`src/rtl/matrix_mac_stream_4x4.sv`:
```
// matrix_mac_stream_4x4: streams operands A then B in, computes C = A x B on one MAC,
// and streams C out row-major, one element per valid/ready handshake.
module matrix_mac_stream_4x4 #(
    parameter int DW = 8,
    parameter int N  = 4,
    parameter int OW = 2*DW + $clog2(N)
) (
    input  logic          clk,
    input  logic          rst_n,
    input  logic          in_valid,
    output logic          in_ready,
    input  logic [DW-1:0] in_data,
    output logic          out_valid,
    input  logic          out_ready,
    output logic [OW-1:0] out_data,
    output logic          out_last,
    output logic          busy
);
    localparam int NN = N*N;
    localparam int CW = $clog2(N);
    localparam int IW = $clog2(NN);
    localparam int LW = $clog2(2*NN);

    typedef enum logic [1:0] {IDLE, LOAD, COMPUTE, DRAIN} state_t;

    state_t          state_q, state_d;
    logic [DW-1:0]   a_q [NN];
    logic [DW-1:0]   b_q [NN];
    logic [OW-1:0]   c_q [NN];
    logic [LW-1:0]   load_cnt_q;
    logic [CW-1:0]   i_q, j_q, k_q;
    logic [IW-1:0]   idx_q, idx_d;
    logic [OW-1:0]   acc_q, sum;
    logic [2*DW-1:0] prod;
    logic [IW-1:0]   a_idx, b_idx, c_idx;
    logic            in_ready_q, out_valid_q, out_last_q, busy_q;
    logic            accept, out_hs, load_last, idx_last;
    logic            i_last, j_last, k_last, mac_last;

    assign accept    = in_valid & in_ready_q;
    assign out_hs    = out_valid_q & out_ready;
    assign load_last = load_cnt_q == LW'(2*NN-1);
    assign idx_last  = idx_q == IW'(NN-1);
    assign i_last    = i_q == CW'(N-1);
    assign j_last    = j_q == CW'(N-1);
    assign k_last    = k_q == CW'(N-1);
    assign mac_last  = i_last & j_last & k_last;

    assign a_idx = IW'(i_q) * IW'(N) + IW'(k_q);
    assign b_idx = IW'(k_q) * IW'(N) + IW'(j_q);
    assign c_idx = IW'(i_q) * IW'(N) + IW'(j_q);
    assign prod  = a_q[a_idx] * b_q[b_idx];
    assign sum   = acc_q + OW'(prod);

    assign in_ready  = in_ready_q;
    assign out_valid = out_valid_q;
    assign out_last  = out_last_q;
    assign busy      = busy_q;
    assign out_data  = out_valid_q ? c_q[idx_q] : '0;

    always_comb begin
        state_d = state_q;
        idx_d   = idx_q;
        case (state_q)
            IDLE:    state_d = LOAD;
            LOAD:    state_d = (accept && load_last) ? COMPUTE : LOAD;
            COMPUTE: state_d = mac_last ? DRAIN : COMPUTE;
            DRAIN: begin
                idx_d   = out_hs ? (idx_last ? '0 : idx_q + IW'(1)) : idx_q;
                state_d = (out_hs && idx_last) ? LOAD : DRAIN;
            end
            default: state_d = IDLE;
        endcase
    end

    // Handshake flags are registered from the next state so they change on the same edge as the FSM.
    always_ff @(posedge clk or negedge rst_n) begin
        if (!rst_n) begin
            state_q     <= IDLE;
            load_cnt_q  <= '0;
            i_q         <= '0;
            j_q         <= '0;
            k_q         <= '0;
            idx_q       <= '0;
            acc_q       <= '0;
            in_ready_q  <= 1'b0;
            out_valid_q <= 1'b0;
            out_last_q  <= 1'b0;
            busy_q      <= 1'b0;
            for (int n = 0; n < NN; n++) begin
                a_q[n] <= '0;
                b_q[n] <= '0;
                c_q[n] <= '0;
            end
        end else begin
            state_q     <= state_d;
            idx_q       <= idx_d;
            in_ready_q  <= state_d == LOAD;
            out_valid_q <= state_d == DRAIN;
            out_last_q  <= (state_d == DRAIN) && (idx_d == IW'(NN-1));
            busy_q      <= (state_d == COMPUTE) || (state_d == DRAIN);
            if (accept) begin
                load_cnt_q <= load_last ? '0 : load_cnt_q + LW'(1);
                if (load_cnt_q < LW'(NN))
                    a_q[load_cnt_q[IW-1:0]] <= in_data;
                else
                    b_q[IW'(load_cnt_q - LW'(NN))] <= in_data;
            end
            if (state_q == COMPUTE) begin
                k_q   <= k_last ? '0 : k_q + CW'(1);
                acc_q <= k_last ? '0 : sum;
                if (k_last) begin
                    j_q        <= j_last ? '0 : j_q + CW'(1);
                    c_q[c_idx] <= sum;
                end
                if (k_last && j_last)
                    i_q <= i_last ? '0 : i_q + CW'(1);
            end
        end
    end
endmodule

```
`config.mk`:
```
export PLATFORM = sky130hd
export DESIGN_NAME = matrix_mac_stream_4x4
export DESIGN_NICKNAME = d
export VERILOG_FILES = /design/src/rtl/matrix_mac_stream_4x4.sv
export SDC_FILE = /design/constraint.sdc
export NUM_CORES = 1
export LEC_CHECK = 0
export ABC_AREA = 0
export BUFFER_PORTS_ARGS = -buffer_cell sky130_fd_sc_hd__buf_4
export CORE_UTILIZATION = 60
export CTS_BUF_LIST = sky130_fd_sc_hd__clkbuf_16
export DETAILED_ROUTE_END_ITERATION = 12
export PLACE_DENSITY_LB_ADDON = 0.25
export SLEW_MARGIN = 0
export SYNTH_ARGS = -nofsm -noshare
export SYNTH_HDL_FRONTEND = slang
export SYNTH_SLANG_ARGS = --single-unit
```
`constraint.sdc`:
```
create_clock -name clk -period 20.3 [get_ports clk]
set_clock_uncertainty 0.2 [all_clocks]
set_input_delay 4.06 -clock clk [delete_from_list [all_inputs] [get_ports clk]]
set_output_delay 4.06 -clock clk [all_outputs]
set_load 0.02 [all_outputs]
```
* Word level (Yosys, flattened, before mapping)
Cells that the tools add are included.
Cells by class: multiply operators 1, bitwise gates (word level) 11, order comparisons 10, $add $sub $neg 10, reductions and logical operators 13, muxes and demuxes 31, eq/ne operators 12
Operators with widths (count):
- $bwmux 288 | 1
- $bwmux 128 | 2
- $mux 18 | 5
- $bmux 18 s4 | 1
- $demux 18 s4 | 1
- $bmux 8 s4 | 2
- $demux 8 s4 | 2
- $mux 8 | 6
- $ge 5x5->1 const B | 6
- $not 4->5 | 6
- $add 18x16->18 | 1
- $mul 8x8->16 | 1
- $lt 5x1->1 const B | 3
- $eq 2x2->1 const B | 7
- $add 4x2->4 | 3
- $mux 4 | 3
- $mux 2 | 5
- $eq 4x4->1 const B | 2
- $pmux 2 s4 | 1
- $reduce_and 2->1 | 4
- $logic_and 1x1->1 | 7
- $add 2x1->2 const B | 3
- $add 5x1->5 const B | 1
- $eq 5x5->1 const B | 1
- 10 further kinds | 14
Storage, ports and cells: register bits after elaboration 583, output and inout port bits 22, bits of input ports 12, word-level logic and storage cells 147

* Logic depth before layout (Yosys ltp)
depth after elaboration 8, depth in mapped cells 24, mapped depth without buffers 20

* Least setup slack after synthesis
No wires, ideal clock.
path type register -> output, start point reg idx_q[0], end point out out_data[11], data required time 16.040 ns, buffers on the path 3, stages on the path, launching flop included 7, setup slack 13.761 ns, data arrival time 2.279 ns, cells stage by stage dfrtp_1 > clkbuf_1 > buf_2 > buf_2 > mux4_2 > mux4_2 > and2_1
Between the ends: longest elaborated chain between the ends 5
RTL lines:
- start, declared | line 32 | logic [IW-1:0] idx_q, idx_d;
- start signal, assigned | line 97 | idx_q <= idx_d;
- $not 4->5 (not written as such) | line 59 | assign out_data = out_valid_q ? c_q[idx_q] : '0;
- $bmux 18 s4 | line 59
- $mux 18 (not written as such) (2 in series) | line 59
- $mux 18 | line 59
- end, declared | line 15 | output logic [OW-1:0] out_data,
No other way between the ends. The select of a mux whose other input is x is not followed.

* Worst setup path in the final report
Ends and elaborated chain as after synthesis.

==> results by group <==
Timing
  – Maximum clock rate: 0.124 GHz
  – Setup-failing EPs final: 0
  – Final hold viol count: 0
  – Tmin final: 8.03 ns
  – Slew @ Worst Pin: 1.35 ns
  – Final hold slack: 0.272 ns
  – Worst rel slew slack: 9.67%
  – Min setup slack post-route: 12.27 ns
  – RSZ-0062 raised after global routing: no
  – Final Cycle Share: 39.6%
  – Slew Limit Fails: 0
  – Setup TNS Final: 0 ns

Route
  – Via/cell ratio: 6.14
  – Drt total wl: 63.6 mm
  – Routed vias: 17.4k
  – Met3 Routed Length: 3.48 mm
  – Routed Antenna Nets: 0
  – Total iterations of the first detailed-routing run: 9
  – Metal-1 WL: 27.1 mm
  – Routed length per instance: 22.5 um
  – Drc violations: 2
  – Initial DRC Count: 1200
  – Top Metal Used: met4
  – Routed wl met2: 31.4 mm

Clock tree
  – Clock insertion delay at the later pin of the skew report: 0.62 ns
  – Setup Fix Bufs, Post-CTS: 0
  – CTS Buf Count: 58
  – H-tree levels: 2
  – Clk root buf: clkbuf_16
  – Clock sink count: 582
  – Hold-fix buffers, CTS: 0
  – CTS tree: yes
  – Post-CTS Resized: 0
  – Clock Path Buffers: 3
  – Clock Pin Slew Worst Setup and Hold Paths: 0.06 ns

Setup path
  – Crit path launch type: flop
  – R2r setup slk: 12.82 ns
  – CP Max Fanout: 48
  – Cell count of the worst reg-to-reg path: 20
  – Data arrival, critical path: 3.77 ns
  – CP Data Required Time: 16.04 ns
  – Crit path kind: reg2out
  – Crit. End Element: output port

Global route
  – Global-route wire length before repair: 104 mm
  – Grt ovf: 0
  – Number of global-route vias before repair: 18.8k
  – Pin count of the biggest net entering global routing: 160
  – Initial antenna violation count: 0
  – Overall routing resource usage: 27.3%

Final layout
  – Fill cells: 3380
  – Fin util: 66.4%
  – Area Overhead vs Synth: 8.48%
  – NumNets Final: 2292
  – N_diodes: 0
  – Layout cells sized above 1: 32.3%

Synthesis
  – Post-synthesis sequential area ratio: 50.7%
  – Synthesized netlist net count: 2314
  – Synth cell types: 49
  – Synth Flop Type: dfrtp_1
  – Largest area contributor in the netlist: dfrtp_1
  – Warnings, synthesis: 0
  – Synth async-reset ratio: 100%
  – Top cell type's share of synthesized area: 50.7%
  – Commonest cells post-synth: 582 x dfrtp_1, 401 x mux2_2, 233 x nand2_1
  – Post-Synthesis Cells: 2197
  – Area contributors post-synth: dfrtp_1 51%, mux2_2 16%, mux4_2 12%
  – Number of synthesized flops with an enable pin: 0
  – Synth Register Bits: 582
  – Most numerous cell in the Yosys netlist: dfrtp_1
  – Mean Syn Cell Area: 13.1 um2
  – Cell area after synthesis: 28700 um2

Floorplanning
  – Die area: 48800 um2
  – Die Width: 221 um
  – Die H: 221 um
  – I/O pin cnt: 34
  – Core ar.: 47000 um2
  – Initial core utilization: 61.2%
  – Row Count: 79

Power and ir drop
  – Pwr Density: 115 nW/um2
  – Maximum vdd drop: 0.0922 mV
  – Leakage: 0.0144 uW

Outcome
  – Failing checks: design-rule violations
  – Outcome: complete, but fails checks

Placement
  – Placed wire-length estimate: 40.1 mm
  – Count of buffers from port buffering: 33
  – GP Congestion: 0.820
  – Pre-CTS setup slack: 12.69 ns

Job
  – Max_cap viols: 0

Hold path
  – Hold Path Class: reg2reg
  – Hold depth: 2
[cells in the final DEF, fill, tap and decap left out, types with 4 or more instances in the layout]
cell type  instances
clkinv_2          13
nor2_1            68
inv_1            121
o21ai_0          181
o21ai_1            7
nand4_1           20
mux4_2           156
fa_1              50
nand2b_1          25
a21o_1             6
nor3_1             4
dfrtp_1          577
mux2i_1            7
nand3_1           23
and2_1            23
nand2_1          233
ha_1              55
xor2_1             4
buf_4             62
xnor2_1            4
nor2b_1           13
o31ai_1            8
and3_1             8
clkbuf_16         58
mux2_2           401
a31oi_1            6
clkinv_1          14
or2_2              9
a21oi_1           25
[area by class of cell]
type | instances | area [um2] | area share (%)
sequential | 582 | 14600 | 46.7
tap | 607 | 759 | 2.44
clock inverter | 47 | 297 | 0.951
clock buffer | 58 | 1450 | 4.65
timing repair buffer | 64 | 500 | 1.60
inverter | 108 | 405 | 1.30
multi-input combinational | 1361 | 13200 | 42.3
[metrics by stage]
stage | instance area [um2] | cells | total power, uW
after floorplan | 28700 | 2197 | 2300
after global placement | 29400 | 2722 | 2560
after detailed placement | 29400 | 2722 | 2620
after CTS | 31200 | 2827 | 3620
after global routing | 31200 | 2827 | 3810
final | 31200 | 2827 | 3600
[sequential cells by signal (all words and copies together) (netlist names)]
signal	cells
i_q	2
busy	1
out_valid	1
state_q	1
a_q	128
in_ready	1
k_q	2
j_q	2
load_cnt_q	5
out_last	1
acc_q	18
idx_q	4
b_q	128
c_q	288
[metal layers]
metal  up-vias  track usage (%)
met1      9073             37.3
met3       104             4.21
met4         0             7.87
met5         -                0
met2       468             45.9
li1       7718                -
[critical path, cell delays in order (launching register included)]
cell	delay (ns)
dfrtp_4	0.80
buf_4	0.82
mux4_2	0.60
mux4_2	0.50
and2_1	0.18
buf_4	0.15
[final timing paths]
path                            startpoint      endpoint
worst min-delay path              c_q[243]      c_q[243]
worst max-delay path              idx_q[0]  out_data[11]
worst max register to register      k_q[0]       c_q[50]
max in group asynchronous            rst_n       b_q[68]
min in group asynchronous            rst_n      c_q[270]
worst min register to register    c_q[243]      c_q[243]
[cell families (layout without fill, tap and decap cells)]
logic type	count (synthesis)	after routing	share of synthesized area [%]
fa+ha+maj	105	105	5.88
flops	582	582	50.7
mux	564	564	28.2
xor+xnor	10	10	0.379
buf+inv	254	277	3.43
compound gates	248	248	4.74
simple gates	434	434	6.74
[where the power goes]
group | internal (uW) | switching (uW) | total (uW)
sequential | 1370 | 127 | 1500
combinational | 451 | 655 | 1110
clock | 554 | 444 | 998
total | 2370 | 1230 | 3600
Power figures use the tool's default switching activity.
